[src/rtl/window_read_pkg.sv]
// Shared types and default geometry for the windowed ring-buffer read controller.
// Widths are derived from the default geometry.
package window_read_pkg;

  typedef enum logic [1:0] {
    S_FILL  = 2'd0,
    S_VALID = 2'd1,
    S_FLUSH = 2'd2
  } wr_state_t;

  localparam int SIZE_DEF       = 8;
  localparam int WRITE_SIZE_DEF = 2;
  localparam int READ_SIZE_DEF  = 2;
  localparam int STRIDE_DEF     = 1;
  localparam int DATA_WIDTH_DEF = 8;

  localparam int PTR_W_DEF  = $clog2(SIZE_DEF);
  localparam int CNT_W_DEF  = $clog2(SIZE_DEF + 1);
  localparam int PCNT_W_DEF = $clog2(WRITE_SIZE_DEF + 1);

endpackage

[src/rtl/window_read_ctrl_if.sv]
// Bundle between the read controller, the external ring buffer/writer and the consumer.
// The master modport is the controller side; slave is the environment side.
interface window_read_ctrl_if
  import window_read_pkg::*;
#(
  parameter int SIZE       = SIZE_DEF,
  parameter int WRITE_SIZE = WRITE_SIZE_DEF,
  parameter int READ_SIZE  = READ_SIZE_DEF,
  parameter int DATA_WIDTH = DATA_WIDTH_DEF
);
  localparam int PTR_W  = $clog2(SIZE);
  localparam int CNT_W  = $clog2(SIZE + 1);
  localparam int PCNT_W = $clog2(WRITE_SIZE + 1);

  logic                                  push_en;
  logic [PCNT_W-1:0]                     push_cnt;
  logic                                  wr_ready;
  logic [PTR_W-1:0]                      write_addr;
  logic [PTR_W-1:0]                      read_addr;
  logic [READ_SIZE-1:0][DATA_WIDTH-1:0]  buf_data;
  logic [READ_SIZE-1:0][DATA_WIDTH-1:0]  out_data;
  logic                                  out_valid;
  logic                                  out_ready;
  logic                                  flush;
  logic [CNT_W-1:0]                      count;
  logic                                  overflow;

  modport master (
    input  push_en, push_cnt, buf_data, out_ready, flush,
    output wr_ready, write_addr, read_addr, out_data, out_valid, count, overflow
  );

  modport slave (
    output push_en, push_cnt, buf_data, out_ready, flush,
    input  wr_ready, write_addr, read_addr, out_data, out_valid, count, overflow
  );

endinterface

[src/rtl/ring_pointer.sv]
// Modular ring pointer: wraps naturally at 2**WIDTH, with a load path that
// takes priority over the add-N path.
module ring_pointer
  import window_read_pkg::*;
#(
  parameter int WIDTH = PTR_W_DEF
) (
  input  logic             clk,
  input  logic             rst,
  input  logic             i_load,
  input  logic [WIDTH-1:0] i_load_val,
  input  logic             i_add,
  input  logic [WIDTH-1:0] i_add_val,
  output logic [WIDTH-1:0] o_ptr
);

  logic [WIDTH-1:0] r_ptr;

  always_ff @(posedge clk or negedge rst) begin
    if (!rst) begin
      r_ptr <= '0;
    end else if (i_load) begin
      r_ptr <= i_load_val;
    end else if (i_add) begin
      r_ptr <= r_ptr + i_add_val;
    end
  end

  assign o_ptr = r_ptr;

endmodule

[src/rtl/window_read_ctrl.sv]
// Read-side controller for a multi-word ring buffer: owns both pointers and the
// occupancy count, and presents READ_SIZE-word windows advancing by STRIDE.
module window_read_ctrl
  import window_read_pkg::*;
#(
  parameter int SIZE       = SIZE_DEF,
  parameter int WRITE_SIZE = WRITE_SIZE_DEF,
  parameter int READ_SIZE  = READ_SIZE_DEF,
  parameter int STRIDE     = STRIDE_DEF,
  parameter int DATA_WIDTH = DATA_WIDTH_DEF
) (
  input  logic                clk,
  input  logic                rst,
  window_read_ctrl_if.master  bus
);

  localparam int PTR_W = $clog2(SIZE);
  localparam int CNT_W = $clog2(SIZE + 1);

  localparam logic [CNT_W:0]   SIZE_EXT  = (CNT_W + 1)'(SIZE);
  localparam logic [CNT_W-1:0] READ_C    = CNT_W'(READ_SIZE);
  localparam logic [CNT_W-1:0] STRIDE_C  = CNT_W'(STRIDE);
  localparam logic [CNT_W-1:0] FREE_LIM  = CNT_W'(SIZE - WRITE_SIZE);
  localparam logic [PTR_W-1:0] STRIDE_P  = PTR_W'(STRIDE);

  wr_state_t r_state;
  wr_state_t w_state_nxt;

  logic [CNT_W-1:0]                     r_count;
  logic [CNT_W-1:0]                     w_count_nxt;
  logic                                 r_overflow;
  logic [READ_SIZE-1:0][DATA_WIDTH-1:0] r_out_data;

  logic [CNT_W:0]   w_cnt_sum;
  logic [CNT_W-1:0] w_push_add;
  logic [CNT_W-1:0] w_pop_sub;
  logic             w_in_flush;
  logic             w_push_fit;
  logic             w_push_acc;
  logic             w_push_rej;
  logic             w_load;
  logic [PTR_W-1:0] w_wr_ptr;
  logic [PTR_W-1:0] w_rd_ptr;

  // Acceptance is judged against the registered count only, so a pop in the
  // same cycle never makes room for a push.
  assign w_cnt_sum  = {1'b0, r_count} + (CNT_W + 1)'(bus.push_cnt);
  assign w_push_fit = (w_cnt_sum <= SIZE_EXT);
  assign w_in_flush = (r_state == S_FLUSH);
  assign w_push_acc = bus.push_en && w_push_fit  && !bus.flush && !w_in_flush;
  assign w_push_rej = bus.push_en && !w_push_fit && !bus.flush && !w_in_flush;

  assign w_load = ((r_state == S_FILL) || ((r_state == S_VALID) && bus.out_ready))
                  && (r_count >= READ_C) && !bus.flush;

  assign w_push_add  = w_push_acc ? CNT_W'(bus.push_cnt) : '0;
  assign w_pop_sub   = w_load     ? STRIDE_C             : '0;
  assign w_count_nxt = r_count + w_push_add - w_pop_sub;

  ring_pointer #(.WIDTH(PTR_W)) u_wr_ptr (
    .clk        (clk),
    .rst        (rst),
    .i_load     (1'b0),
    .i_load_val ('0),
    .i_add      (w_push_acc),
    .i_add_val  (PTR_W'(bus.push_cnt)),
    .o_ptr      (w_wr_ptr)
  );

  // Flush realigns the read side onto the current write pointer; a push in
  // the same cycle was dropped, so the write pointer does not move.
  ring_pointer #(.WIDTH(PTR_W)) u_rd_ptr (
    .clk        (clk),
    .rst        (rst),
    .i_load     (bus.flush),
    .i_load_val (w_wr_ptr),
    .i_add      (w_load),
    .i_add_val  (STRIDE_P),
    .o_ptr      (w_rd_ptr)
  );

  always_ff @(posedge clk or negedge rst) begin
    if (!rst) begin
      r_state <= S_FILL;
    end else begin
      r_state <= w_state_nxt;
    end
  end

  always_comb begin
    w_state_nxt = r_state;
    if (bus.flush) begin
      w_state_nxt = S_FLUSH;
    end else begin
      case (r_state)
        S_FILL:  if (w_load) w_state_nxt = S_VALID;
        S_VALID: if (bus.out_ready) w_state_nxt = w_load ? S_VALID : S_FILL;
        S_FLUSH: w_state_nxt = S_FILL;
        default: w_state_nxt = S_FILL;
      endcase
    end
  end

  always_ff @(posedge clk or negedge rst) begin
    if (!rst) begin
      r_count    <= '0;
      r_overflow <= 1'b0;
      r_out_data <= '0;
    end else begin
      if (bus.flush) begin
        r_count <= '0;
      end else begin
        r_count <= w_count_nxt;
      end
      if (w_push_rej) begin
        r_overflow <= 1'b1;
      end
      if (w_load) begin
        r_out_data <= bus.buf_data;
      end
    end
  end

  assign bus.out_valid  = (r_state == S_VALID);
  assign bus.out_data   = r_out_data;
  assign bus.count      = r_count;
  assign bus.overflow   = r_overflow;
  assign bus.write_addr = w_wr_ptr;
  assign bus.read_addr  = w_rd_ptr;
  assign bus.wr_ready   = (r_count <= FREE_LIM) && !w_in_flush;

endmodule

[src/flat_wrapper.sv]
// flat-port wrapper written by rule: the top's interface ports become plain ports
module window_read_ctrl_flat import window_read_pkg::*;
#(
  parameter int SIZE       = SIZE_DEF,
  parameter int WRITE_SIZE = WRITE_SIZE_DEF,
  parameter int READ_SIZE  = READ_SIZE_DEF,
  parameter int STRIDE     = STRIDE_DEF,
  parameter int DATA_WIDTH = DATA_WIDTH_DEF
)
  (clk, rst, bus_push_en, bus_push_cnt, bus_buf_data, bus_out_ready, bus_flush, bus_wr_ready, bus_write_addr, bus_read_addr, bus_out_data, bus_out_valid, bus_count, bus_overflow);
  window_read_ctrl_if #(.SIZE(SIZE), .WRITE_SIZE(WRITE_SIZE), .READ_SIZE(READ_SIZE), .DATA_WIDTH(DATA_WIDTH)) bus_i ();
  input  logic clk;
  input  logic rst;
  input wire logic [$bits(bus_i.push_en)-1:0] bus_push_en;
  input wire logic [$bits(bus_i.push_cnt)-1:0] bus_push_cnt;
  input wire logic [$bits(bus_i.buf_data)-1:0] bus_buf_data;
  input wire logic [$bits(bus_i.out_ready)-1:0] bus_out_ready;
  input wire logic [$bits(bus_i.flush)-1:0] bus_flush;
  output wire logic [$bits(bus_i.wr_ready)-1:0] bus_wr_ready;
  output wire logic [$bits(bus_i.write_addr)-1:0] bus_write_addr;
  output wire logic [$bits(bus_i.read_addr)-1:0] bus_read_addr;
  output wire logic [$bits(bus_i.out_data)-1:0] bus_out_data;
  output wire logic [$bits(bus_i.out_valid)-1:0] bus_out_valid;
  output wire logic [$bits(bus_i.count)-1:0] bus_count;
  output wire logic [$bits(bus_i.overflow)-1:0] bus_overflow;
  assign bus_i.push_en = bus_push_en;
  assign bus_i.push_cnt = bus_push_cnt;
  assign bus_i.buf_data = bus_buf_data;
  assign bus_i.out_ready = bus_out_ready;
  assign bus_i.flush = bus_flush;
  assign bus_wr_ready = bus_i.wr_ready;
  assign bus_write_addr = bus_i.write_addr;
  assign bus_read_addr = bus_i.read_addr;
  assign bus_out_data = bus_i.out_data;
  assign bus_out_valid = bus_i.out_valid;
  assign bus_count = bus_i.count;
  assign bus_overflow = bus_i.overflow;
  window_read_ctrl #(.SIZE(SIZE), .WRITE_SIZE(WRITE_SIZE), .READ_SIZE(READ_SIZE), .STRIDE(STRIDE), .DATA_WIDTH(DATA_WIDTH)) u_core (.clk(clk), .rst(rst), .bus(bus_i));
endmodule
[config.mk]
export PLATFORM = sky130hd
export DESIGN_NAME = window_read_ctrl_flat
export DESIGN_NICKNAME = d
export VERILOG_FILES = /design/src/rtl/window_read_pkg.sv /design/src/rtl/window_read_ctrl_if.sv /design/src/rtl/ring_pointer.sv /design/src/rtl/window_read_ctrl.sv /design/src/flat_wrapper.sv
export SDC_FILE = /design/constraint.sdc
export NUM_CORES = 1
export LEC_CHECK = 0
export ABC_AREA = 0
export BUFFER_PORTS_ARGS = -buffer_cell sky130_fd_sc_hd__buf_2
export CAP_MARGIN = 30
export CORE_MARGIN = 2
export CORE_UTILIZATION = 53
export DETAILED_ROUTE_END_ITERATION = 7
export PLACE_DENSITY = 0.83
export REMOVE_ABC_BUFFERS = 1
export SETUP_SLACK_MARGIN = 0.2
export SLEW_MARGIN = 20
export SYNTH_ARGS = -nofsm -noshare
export SYNTH_HDL_FRONTEND = slang
export SYNTH_SLANG_ARGS = --single-unit
[constraint.sdc]
create_clock -name clk -period 10.1 [get_ports clk]
set_input_delay 0.505 -clock clk [delete_from_list [all_inputs] [get_ports clk]]
set_output_delay 0.505 -clock clk [all_outputs]
set_load 0.05 [all_outputs]
# Word-level counts from Yosys, hierarchy flattened
# Cells that the tools add are included.
[word_totals]
mem_bits_ro = 0
inputBits = 23
regBits = 29
ram_bits = 0
latchBits = 0
word_cells = 46
n_memories = 0
out_inout_bits = 29
[op_classes]
div = 0
add_sub_neg = 5
reduce_logical = 17
n_eq_ne = 4
n_shift = 0
multipliers = 0
bitwise_logic = 0
mux = 10
order_cmp = 3
[op_table]
columns = ["op", "count"]
rows = [
  ["1-bit logical AND", 10],
  ["2-bit 2-to-1 mux", 4],
  ["3-bit 2-to-1 mux", 2],
  ["4-bit by 2-bit adder with 5-bit output", 1],
  ["5-bit by 4-bit less-or-equal comparator with 1-bit output (second input constant)", 1],
  ["4-bit adder", 1],
  ["4-bit by 2-bit >= comparator with 1-bit output (second input constant)", 1],
  ["4-bit by 3-bit less-or-equal comparator with 1-bit output (second input constant)", 1],
  ["4-bit 2-to-1 mux", 1],
  ["2-bit one-hot mux with 2 select lines", 1],
  ["4-bit subtractor", 1],
  ["3-bit by 1-bit adder with 3-bit output (second input constant)", 1],
  ["3-bit by 2-bit adder with 3-bit output", 1],
  ["1-bit zero test", 3],
  ["3-bit by 2-bit != test with 1-bit output (second input constant)", 1],
  ["3-bit != test (second input constant)", 1],
  ["2-bit by 1-bit equality test with 1-bit output (second input constant)", 1],
  ["2-bit equality test (second input constant)", 1],
  ["2-bit zero test", 1],
  ["1-bit 2-to-1 mux", 2],
  ["2-bit AND reduction", 1],
  ["2-bit nonzero test", 1],
  ["1-bit logical OR", 1],
]

# Longest topological paths before layout
# Gate-level depths: netlist of run 1.
[depth]
depth_word = 9
depth_mapped = 14
mapped_depth_nobuf = 13

# Hierarchy
# Synthesis of run 1 repeated with hierarchy kept, for this count alone.
[hier_totals]
hier_cells = 131
area_unflattened_um2 = 1610.3
[by_module_without_submodules]
columns = ["mod", "instances", "area_each_um2", "seq_area_each_um2", "cells_each"]
rows = [
  ["window_read_ctrl", 1, 1234.9, 575.6, 97],
  ["ring_pointer", 2, 187.7, 75.1, 17],
]

# Worst setup path before layout of run 1
# No wires, ideal clock.
[synth_timing]
path_kind = "flip-flop to flip-flop"
start = "reg u_core.r_count[0], in the netlist u_core.bus.count[0]"
end = "reg u_core.r_count[3], in the netlist u_core.bus.count[3]"
setup_slack_ns = 6.572
path_stages_with_launch = 14
setup_ns = 0.130
arrival_ns = 3.398
path_buffers = 0
path_cell_list = "dfrtp_1 > ha_1 > fa_1 > xor2_1 > or3_4 > a2111oi_4 > nand2_1 > ha_1 > inv_1 > ha_1 > a21o_1 > a21oi_1 > xnor2_1 > nor2_1"
[synth_via]
elab_chain_cells = 9
[synth_rtl]
columns = ["element", "line", "source"]
rows = [
  ["start: declaration", "window_read_ctrl.sv:29", "logic [CNT_W-1:0] r_count;"],
  ["start signal: assignment", "window_read_ctrl.sv:113", "r_count <= w_count_nxt;"],
  ["4-bit by 2-bit adder with 5-bit output", "window_read_ctrl.sv:47", "assign w_cnt_sum = {1'b0, r_count} + (CNT_W + 1)'(bus.push_cnt);"],
  ["5-bit by 4-bit less-or-equal comparator with 1-bit output", "window_read_ctrl.sv:48", "assign w_push_fit = (w_cnt_sum <= SIZE_EXT);"],
  ["1-bit logical AND (3 in a row)", "window_read_ctrl.sv:50", "assign w_push_acc = bus.push_en && w_push_fit && !bus.flush && !w_in_flush;"],
  ["2-bit 2-to-1 mux", "window_read_ctrl.sv:56", "assign w_push_add = w_push_acc ? CNT_W'(bus.push_cnt) : '0;"],
  ["4-bit adder", "window_read_ctrl.sv:58", "assign w_count_nxt = r_count + w_push_add - w_pop_sub;"],
  ["4-bit subtractor *", "window_read_ctrl.sv:58", ""],
  ["4-bit 2-to-1 mux *", "window_read_ctrl.sv:110", "if (bus.flush) begin"],
]
# Mark *: on every way between the ends. The rest lies on a longest branch, timed or not.
# A chain may end at the register's enable or synchronous reset.

# Final worst setup path of run 1
# Ends and elaborated chain as after synthesis.

==> metrics.txt, run 1 <==
run status finished, final reports clean; area share of and/or/nand/nor cells after synthesis 9.36%; Worst Setup Slack post-DPL 6.48 ns; actual slew at the worst max-slew pin 0.804 ns; Final Routed Wirelength 2920 µm; initial standard-cell utilization of the core 56.2%; synthesis-stage register bit count 29; via density per instance 5.15; Main synth FF type dfrtp_1; number of sinks on the clock net 29; estimated wirelength of the detail-placed design 2340 µm; R2R depth 13; number of antenna diodes 0; # rows 19; die span in x 58.1 µm; Worst VDD drop 322 µV; Syn Std Cell Area 1550 µm²; DRC violation count after routing 0; area share of xor/xnor cells in the synthesized design 3.39%; wire length of the first global-routing pass 4910 µm; arrival time of the worst setup path 3.64 ns; top-level I/O count 52; Setup violations, final 0; worst max-slew margin expressed relative to the limit 46.4%; number of warnings reported in the yosys synthesis log 0; hold_ws 0.181 ns; min cycle time layout 3.43 ns; maximum number of pins on one net before global-route repair 30; clock root buffer master clkbuf_4; violation count after the first detailed-route iteration 17; cell count after synthesis 121; sort of element at the end of the critical path flop; vias in the first global route 1115; met2 track utilization from global routing 34.4%; met3 usage in global routing 6.03%; total vias in the final route 1066; global routing met1 resource utilization 22.8%; final count of pins violating max slew 0; die extent in y 58.1 µm; nets 213; average cell area after synthesis 12.8 µm²; Synth-to-Final Area Change 20.6%; drt first pass iters 4; Port Buffers 51; compound-gate portion of the synthesized area 7.10%; sequential cell area fraction in the yosys report 46.8%; EDFF count, synth 0; number of levels the H-tree was split into 2; number of antenna violations at the first check in global routing 0; routed len/inst 14.1 µm; Worst Path Class, Setup flop to flop; Max Buffers Root-to-Sink 2; worst min path class input pin to async pin; fraction of layout instances using a drive strength above 1 43.2%; Required @ worst endpoint 10.31 ns; count of cell types in the netlist 35; buffers inserted by post-CTS timing repair 0; max frequency 0.292 GHz; Leak 0.000974 µW; hold-fix buffers at CTS 0; post-cts resize count 0; number of hold-slack violations in the final timing report 0; overall global routing resource usage 19.5%; gr busiest metal met2; unrepaired setup endpoints after global routing no; Power per Cell Area 360 nW/µm²; multiplexer area fraction after synthesis 15.7%; clock transition at the register clock pins on the worst setup and hold paths after CTS 0.09 ns; clock skew 0.00532 ns; final RePlAce weighted congestion 0.774; CTS tree done; clock insertion delay at the later pin of the skew report 0.32 ns; final critical-path share of the clock period 33.9%; minimum setup slack in the final design 6.67 ns; core area 2760 µm²; post-synthesis share of cell area spent on full adders, half adders and majority gates 13.6%; main combinational cell family by area after synthesis multiplexers; nature of the critical path startpoint flop; Inserted Clock Buffers 5; Crit Path Max Fanout 4; post-detailed-route count of antenna-violating nets 0; GRT overflow 0; share of async-settable or async-resettable flops after synthesis 100%; Die Outline Area 3370 µm²; setup tns final 0 ns; maximum capacitance violations 0
## cells by family after synthesis
logic type	count (synthesis)
compound gates	14
buf+inv	14
xor+xnor	6
flops	29
fa+ha+maj	15
mux	19
simple gates	24
## synthesized netlist by cell type (3+ instances only)
cell / n / area [µm²]
mux2_2: 7 / 78.8
inv_1: 10 / 37.5
o21ai_0: 3 / 15.0
ha_1: 12 / 150
nor2b_1: 7 / 43.8
nand2_1: 4 / 15.0
a21oi_1: 4 / 20.0
xnor2_1: 4 / 35.0
fa_1: 3 / 60.1
dfrtp_1: 29 / 726
mux2_4: 8 / 120
mux2_1: 3 / 33.8
## routing by layer
layer  vias to the layer above  routed length (µm)
li1                        519                   -
met3                         8                 131
met5                         -                   0
met2                        24                1540
met4                         0                  51
met1                       515                1190
## flip-flops by register name, indices dropped and copies added (netlist names)
| register | cells |
|---|---|
| u_core.u_wr_ptr.o_ptr | 3 |
| u_core.bus.count | 4 |
| u_core.bus.out_data | 16 |
| u_core.bus.overflow | 1 |
| u_core.u_rd_ptr.o_ptr | 3 |
| u_core.r_state | 2 |
## power by group
group          internal (µW)  total, µW  leakage, µW  switching, µW
registers                167        206     0.000350           38.7
clock network           26.4       64.2    0.0000320           37.8
logic                    130        404     0.000592            274
## layout make-up
cell class	instances	area (µm²)
inverter	10	37.5
sequential	29	726
timing repair buffer	51	255
clock buffer	6	41.3
multi-input combinational	78	761
fill	227	888
clock inverter	2	10.0
tap	31	38.8
## layout by cell type, fill, tap and decap left out, types with 2 or more instances in the layout
cell	n
a21oi_1	4
buf_2	51
clkbuf_4	5
clkinv_2	2
dfrtp_1	29
fa_1	3
ha_1	12
inv_1	10
mux2_1	3
mux2_2	7
mux2_4	8
nand2_1	4
nor2_1	2
nor2b_1	7
nor3_1	2
o21ai_0	3
xnor2_1	4
xor2_1	2
## critical path, cell delays in order (launching register included)
cell and delay, ns:
dfrtp_1 0.43, ha_1 0.27, fa_1 0.41, xor2_1 0.17, or3_4 0.36, a2111oi_4 0.45, nand2_1 0.11, ha_1 0.28
inv_1 0.06, ha_1 0.28, a21o_1 0.15, a21oi_1 0.16, xnor2_1 0.13, nor2_1 0.06
## stage by stage
| step | cells | utilization, % | power (µW) | cell area [µm²] |
|---|---|---|---|---|
| 6_report | 207 | 67.8 | 674 | 1870 |
| 5_1_grt | 207 | 67.8 | 721 | 1870 |
| 4_1_cts | 207 | 67.8 | 683 | 1870 |
| 3_5_place_dp | 199 | 65.9 | 616 | 1820 |
| 3_3_place_gp | 199 | 65.9 | 602 | 1820 |
| 2_1_floorplan | 117 | - | 521 | 1520 |
## worst paths after layout
check                      slack [ns]           startpoint                        to
max                              6.67  u_core.bus.count[0]       u_core.bus.count[3]
min                              0.18                  rst    u_core.bus.out_data[5]
max reg2reg                      6.67  u_core.bus.count[0]       u_core.bus.count[3]
min reg2reg                      0.48  u_core.bus.overflow       u_core.bus.overflow
max in group asynchronous        9.52                  rst  u_core.u_rd_ptr.o_ptr[2]
min in group clk                 0.40     bus_buf_data[14]   u_core.bus.out_data[14]
Power figures use the tool's default switching activity.
==> run 2, diff against run 1 <==
--- a/config.mk
+++ b/config.mk
@@ -9,9 +9,9 @@
 export BUFFER_PORTS_ARGS = -buffer_cell sky130_fd_sc_hd__buf_2
 export CAP_MARGIN = 30
 export CORE_MARGIN = 2
-export CORE_UTILIZATION = 53
+export CORE_UTILIZATION = 45
 export DETAILED_ROUTE_END_ITERATION = 7
-export PLACE_DENSITY = 0.83
+export PLACE_DENSITY = 0.75
 export REMOVE_ABC_BUFFERS = 1
 export SETUP_SLACK_MARGIN = 0.2
 export SLEW_MARGIN = 20
==> constraint.sdc (replaced) <==
create_clock -name clk -period 3 [get_ports clk]
set_input_delay 0.15 -clock clk [delete_from_list [all_inputs] [get_ports clk]]
set_output_delay 0.15 -clock clk [all_outputs]
set_load 0.05 [all_outputs]
==> run 2 against run 1 <==
Effect of this change:
- the flow now finishes with violations (negative setup slack)
- clock power rose to 3.5 times the previous value
- via count rose by 5.7%
- total power grew to 3.5 times the previous value
- critical path depth shrank 1
- global-route usage down 3.0 points
- sequential cell count unchanged
- clock skew rose by 0.0048 ns
- sequential share of layout area shrank 3.5 points
- die area up 17%
- cell count is 14% higher
- register-to-register slack worse by 6.7 ns
- worst hold slack got worse by 0.15 ns
==> metrics.txt, run 2 (same netlist as run 1, synthesis figures left out) <==
minimum setup slack in the final design -0.0523 ns; maximum capacitance violations 0; routed len/inst 12.8 µm; final count of pins violating max slew 0; clock skew 0.0101 ns; number of levels the H-tree was split into 2; violations in the final reports negative setup slack; total vias in the final route 1127; number of sinks on the clock net 29; number of hold-slack violations in the final timing report 0; hold_ws 0.0325 ns; clock transition at the register clock pins on the worst setup and hold paths after CTS 0.09 ns; register-to-register setup slack -0.05 ns; GRT overflow 0; worst max-slew margin expressed relative to the limit 57.7%; Setup violations, final 3; Die Outline Area 3930 µm²; cell-internal power 1150 µW; net switching share of the total power 51.3%; standard cell with the maximum stage delay on the critical path fa_2; clock root buffer master clkbuf_4; Max stage delay on crit path 0.43 ns; violation count after the first detailed-route iteration 27; number of antenna diodes 0; combinational power share 61.8%; actual slew at the worst max-slew pin 0.635 ns; via density per instance 4.80; vias in the first global route 1167; final critical-path share of the clock period 102%; Final Routed Wirelength 3010 µm; arrival time of the worst setup path 3.26 ns; top-level I/O count 52; run status complete, but fails checks; min cycle time layout 3.05 ns; final RePlAce weighted congestion 0.791; final std cells w/o fill 235; post-detailed-route count of antenna-violating nets 0; maximum number of pins on one net before global-route repair 30; unrepaired setup endpoints after global routing yes; Power per Cell Area 1150 nW/µm²; Inserted Clock Buffers 5; Sequential Power Share 28.6%; CTS tree done; Worst VDD drop 539 µV; clock share of power 9.6%; initial standard-cell utilization of the core 46.8%; overall global routing resource usage 16.6%; clock insertion delay at the later pin of the skew report 0.33 ns; Crit Path Max Fanout 3; # rows 21; Worst Min Path Start bus_buf_data[14]; worst setup path startpoint u_core.bus.count[0]; worst min path class input pin to flop; wire length of the first global-routing pass 5090 µm; max reg flops 16; dpl cells 221; DRC violation count after routing 0; Port Buffers 51; core area 3310 µm²; die extent in y 62.7 µm; Worst Path Class, Setup flop to flop; nets 226; estimated wirelength of the detail-placed design 2330 µm; max frequency 0.328 GHz; fraction of layout instances using a drive strength above 1 51.3%; Final Core Density 62.0%; sort of element at the end of the critical path flop; drt first pass iters 4; Leak 0.00104 µW; nature of the critical path startpoint flop; Reg2Reg Launch Point u_core.bus.count[0]; Required @ worst endpoint 3.21 ns; top library cells by usage in the layout, fill and taps aside 51 x buf_2, 29 x dfrtp_1, 10 x buf_4; Synth-to-Final Area Change 32.4%; number of antenna violations at the first check in global routing 0; die span in x 62.7 µm; Worst Setup Slack post-DPL -0.273 ns; Max Buffers Root-to-Sink 2; Switching Power 1210 µW; series of cell instances along the critical path ha_2 -> fa_2 -> xor2_1 -> or3_4 -> a2111oi_4 -> buf_4 -> buf_6 -> buf_6 -> and2_4 -> ha_4 -> fa_2 -> nor2b_1; most common cell after layout, fill and taps aside buf_2
==> run 2: cell types whose count changed in the layout (fill, tap and decap cells not counted), moves of 2 or more <==
cell,before,now
ha_1,12,8
ha_4,0,3
buf_4,0,10
fa_1,3,1
buf_6,0,2
fa_2,0,2
==> run 2: final timing paths <==
check / end / cells past startpoint
min in group asynchronous: u_core.bus.out_data[12] / 2
max in group asynchronous: u_core.bus.count[2] / 2
worst max register to register: u_core.bus.count[1] / 12
worst min-delay path: u_core.bus.out_data[14] / 2
worst min register to register: u_core.bus.overflow / 2
worst max-delay path: u_core.bus.count[1] / 12
==> run 2: timing repair <==
item | 4_1_cts | 5_1_grt
setup buffers | 2 | 3
hold buffers | 1 | 0
endpoints found under the setup margin | 3 | 3
pin swaps | 6 | 5
gates resized for setup | 8 | 5
hold endpoints to repair | 29 | 0
==> run 2: per-layer routing <==
metal  vias to the layer above  part of all wire [%]  track usage [%]
met5                         -                     0                0
li1                        547                     -                -
met1                       550                    42             19.0
met3                         7                   3.4             5.23
met4                         0                   1.7             7.22
met2                        23                    52             28.4
==> run 2: critical path: cells and delay by family (launching register included) <==
kind	cells	cell delay (ns)
AO/OA/AOI/OAI	1	0.31
XOR/XNOR	1	0.17
adder cells (fa/ha/maj)	4	1.11
buffers and inverters	3	0.33
flip-flops	1	0.39
AND/OR/NAND/NOR	3	0.63
==> run 2: final cells by class <==
type                    count  area, µm²
flip-flops and latches     29        726
multi-input cells          78        811
repair buffers             64        363
inverters                  10       40.0
well taps                  46       57.6
clock buffers               5       37.5
clock inverters             3       17.5
fillers                   282       1260
==> run 2: power groups by stage <==
stage          logic, µW  registers, µW  clock network, µW
5_1_grt             1570            706                255
6_report            1460            676                227
3_5_place_dp        1410            688                  0
3_3_place_gp        1380            679                  0
4_1_cts             1450            680                236
2_1_floorplan        477           1280                  0
==> run 2: metrics by stage <==
stage | cell area (µm²) | setup TNS (ns) | total power (µW)
2_1_floorplan | 1520 | -1.23 | 1750
3_3_place_gp | 1890 | -0.216 | 2060
3_5_place_dp | 1890 | -0.465 | 2100
4_1_cts | 2010 | -0.0511 | 2370
5_1_grt | 2050 | -0.479 | 2530
6_report | 2050 | -0.104 | 2360
==> run 3, diff against run 2 <==
--- a/config.mk
+++ b/config.mk
@@ -8,10 +8,12 @@
 export ABC_AREA = 0
 export BUFFER_PORTS_ARGS = -buffer_cell sky130_fd_sc_hd__buf_2
 export CAP_MARGIN = 30
+export CORE_ASPECT_RATIO = 1.25
 export CORE_MARGIN = 2
-export CORE_UTILIZATION = 45
+export CORE_UTILIZATION = 47
+export CTS_BUF_LIST = sky130_fd_sc_hd__clkbuf_2
 export DETAILED_ROUTE_END_ITERATION = 7
-export PLACE_DENSITY = 0.75
+export PLACE_DENSITY = 0.78
 export REMOVE_ABC_BUFFERS = 1
 export SETUP_SLACK_MARGIN = 0.2
 export SLEW_MARGIN = 20
==> run 3 against run 2 <==
Effect of this change:
- the flow still finishes with violations (negative setup slack)
- clock skew grew 0.010 ns
- worst setup slack got worse by 0.12 ns
- critical path depth is 1 higher
- combinational power up 3%
- largest power group unchanged
- highest routed layer unchanged
==> metrics.txt, run 3 (same netlist as run 1, synthesis figures left out) <==
nature of the critical path startpoint flop; max frequency 0.316 GHz; number of antenna diodes 0; Power per Cell Area 1120 nW/µm²; nets 242; DRC violation count after routing 0; clock share of power 11.5%; Crit Path Max Fanout 2; maximum capacitance violations 0; Max Buffers Root-to-Sink 2; Required @ worst endpoint 3.25 ns; total of fill cells in the finished design 238; die span in x 55.4 µm; total vias in the final route 1203; cell-internal power 1220 µW; minimum setup slack in the final design -0.168 ns; Worst VDD drop 883 µV; # rows 23; clock transition at the register clock pins on the worst setup and hold paths after CTS 0.16 ns; clock insertion delay at the later pin of the skew report 0.36 ns; via density per instance 4.97; clock skew 0.0201 ns; run status complete, but fails checks; unrepaired setup endpoints after global routing yes; worst max-slew margin expressed relative to the limit 56.4%; Die Outline Area 3780 µm²; max reg flops 16; Leak 0.00111 µW; Sequential Power Share 27.8%; combinational power share 60.8%; fraction of layout instances using a drive strength above 1 46.3%; post-route total power 2470 µW; number of sinks on the clock net 29; top-level I/O count 52; wire length of the first global-routing pass 5650 µm; number of hold-slack violations in the final timing report 0; violations in the final reports negative setup slack; Synth-to-Final Area Change 42.0%; core area 3190 µm²; routed len/inst 14.7 µm; Inserted Clock Buffers 5; min cycle time layout 3.17 ns; die extent in y 68.2 µm; violation count after the first detailed-route iteration 32; drt first pass iters 4; number of antenna violations at the first check in global routing 0; worst min path class input pin to flop; Switching Power 1240 µW; Worst Setup Slack post-DPL -0.316 ns; initial standard-cell utilization of the core 48.5%; hold_ws 0.101 ns; top library cells by usage in the layout, fill and taps aside 51 x buf_2, 29 x dfrtp_1, 18 x dlygate4sd3_1; final count of pins violating max slew 0; CTS tree done; final RePlAce weighted congestion 0.778; vias in the first global route 1202; number of levels the H-tree was split into 2; Final Routed Wirelength 3560 µm; overall global routing resource usage 19.9%; actual slew at the worst max-slew pin 0.655 ns; estimated wirelength of the detail-placed design 2480 µm; Port Buffers 51; post-detailed-route count of antenna-violating nets 0; most common cell after layout, fill and taps aside buf_2; maximum number of pins on one net before global-route repair 30; Setup violations, final 3; GRT overflow 0; net switching share of the total power 50.4%; arrival time of the worst setup path 3.42 ns; clock root buffer master clkbuf_2; sort of element at the end of the critical path flop; final critical-path share of the clock period 106%; Worst Path Class, Setup flop to flop
run 3: cell count changes in the layout (fill, tap and decap cells not counted), sizes merged:
cell / previous run / this run
clkinv: 2 / 1
buf: 63 / 62
bufinv: 0 / 1
dlygate4sd3: 1 / 18
run 3: metal layers:
| metal | part of all wire (%) | track usage (%) | vias up |
|---|---|---|---|
| met1 | 39 | 22.0 | 582 |
| met4 | 2.0 | 9.15 | 0 |
| met2 | 54 | 36.5 | 31 |
| met3 | 4.2 | 5.10 | 8 |
| met5 | 0 | 0 | - |
| li1 | - | - | 582 |
run 3: power by group through the flow:
stage	combinational [µW]	clock (µW)	sequential, µW
after floorplan	477	0	1280
after global placement	1370	0	677
after detailed placement	1400	0	693
after CTS	1480	290	683
after global routing	1600	311	712
final	1500	282	685
run 3: path summary, 6_finish.rpt:
kind | slack, ns | depth (start not counted) | startpoint | end
worst min-delay path | 0.10 | 4 | bus_out_ready | u_core.r_state[0]
min in group asynchronous | 0.33 | 2 | rst | u_core.r_state[1]
worst max register to register | -0.17 | 13 | u_core.bus.count[0] | u_core.bus.count[3]
worst max-delay path | -0.17 | 13 | u_core.bus.count[0] | u_core.bus.count[3]
max in group asynchronous | 2.23 | 2 | rst | u_core.bus.count[3]
worst min register to register | 0.50 | 1 | u_core.u_wr_ptr.o_ptr[2] | u_core.u_wr_ptr.o_ptr[2]
run 3: layout make-up:
cell class	instances	area (µm²)	share of cell area [%]
multi-input combinational	78	805	36.5
sequential	29	726	33.0
timing repair buffer	80	522	23.7
tap	37	46.3	2.10
clock inverter	3	41.3	1.88
inverter	10	37.5	1.70
clock buffer	5	25.0	1.14
run 3: what timing repair did:
| item | 4_1_cts | 5_1_grt |
|---|---|---|
| endpoints found under the hold margin | 42 | 5 |
| pin swaps | 11 | 5 |
| gates resized for setup | 8 | 2 |
| endpoints found under the setup margin | 3 | 3 |
| setup buffers | 3 | 2 |
| hold buffers | 13 | 5 |
run 3: metrics by stage:
step	instances	utilization [%]	area [µm²]	setup TNS [ns]
2_1_floorplan	117	-	1520	-1.23
3_3_place_gp	211	58.6	1870	-0.234
5_1_grt	242	68.9	2200	-0.680
3_5_place_dp	211	58.6	1870	-0.547
4_1_cts	235	66.5	2120	-0.252
6_report	242	68.9	2200	-0.398
run 3: critical path, stage by stage, from the launching register on:
cell and delay [ns]:
dfrtp_1 0.43, ha_2 0.20, fa_2 0.36, xor2_1 0.17, or3_4 0.36, a2111oi_4 0.39
nand2_1 0.10, ha_1 0.29, inv_2 0.09, ha_4 0.20, a21o_1 0.16, a21oi_2 0.13
xnor2_1 0.14, nor2_1 0.05
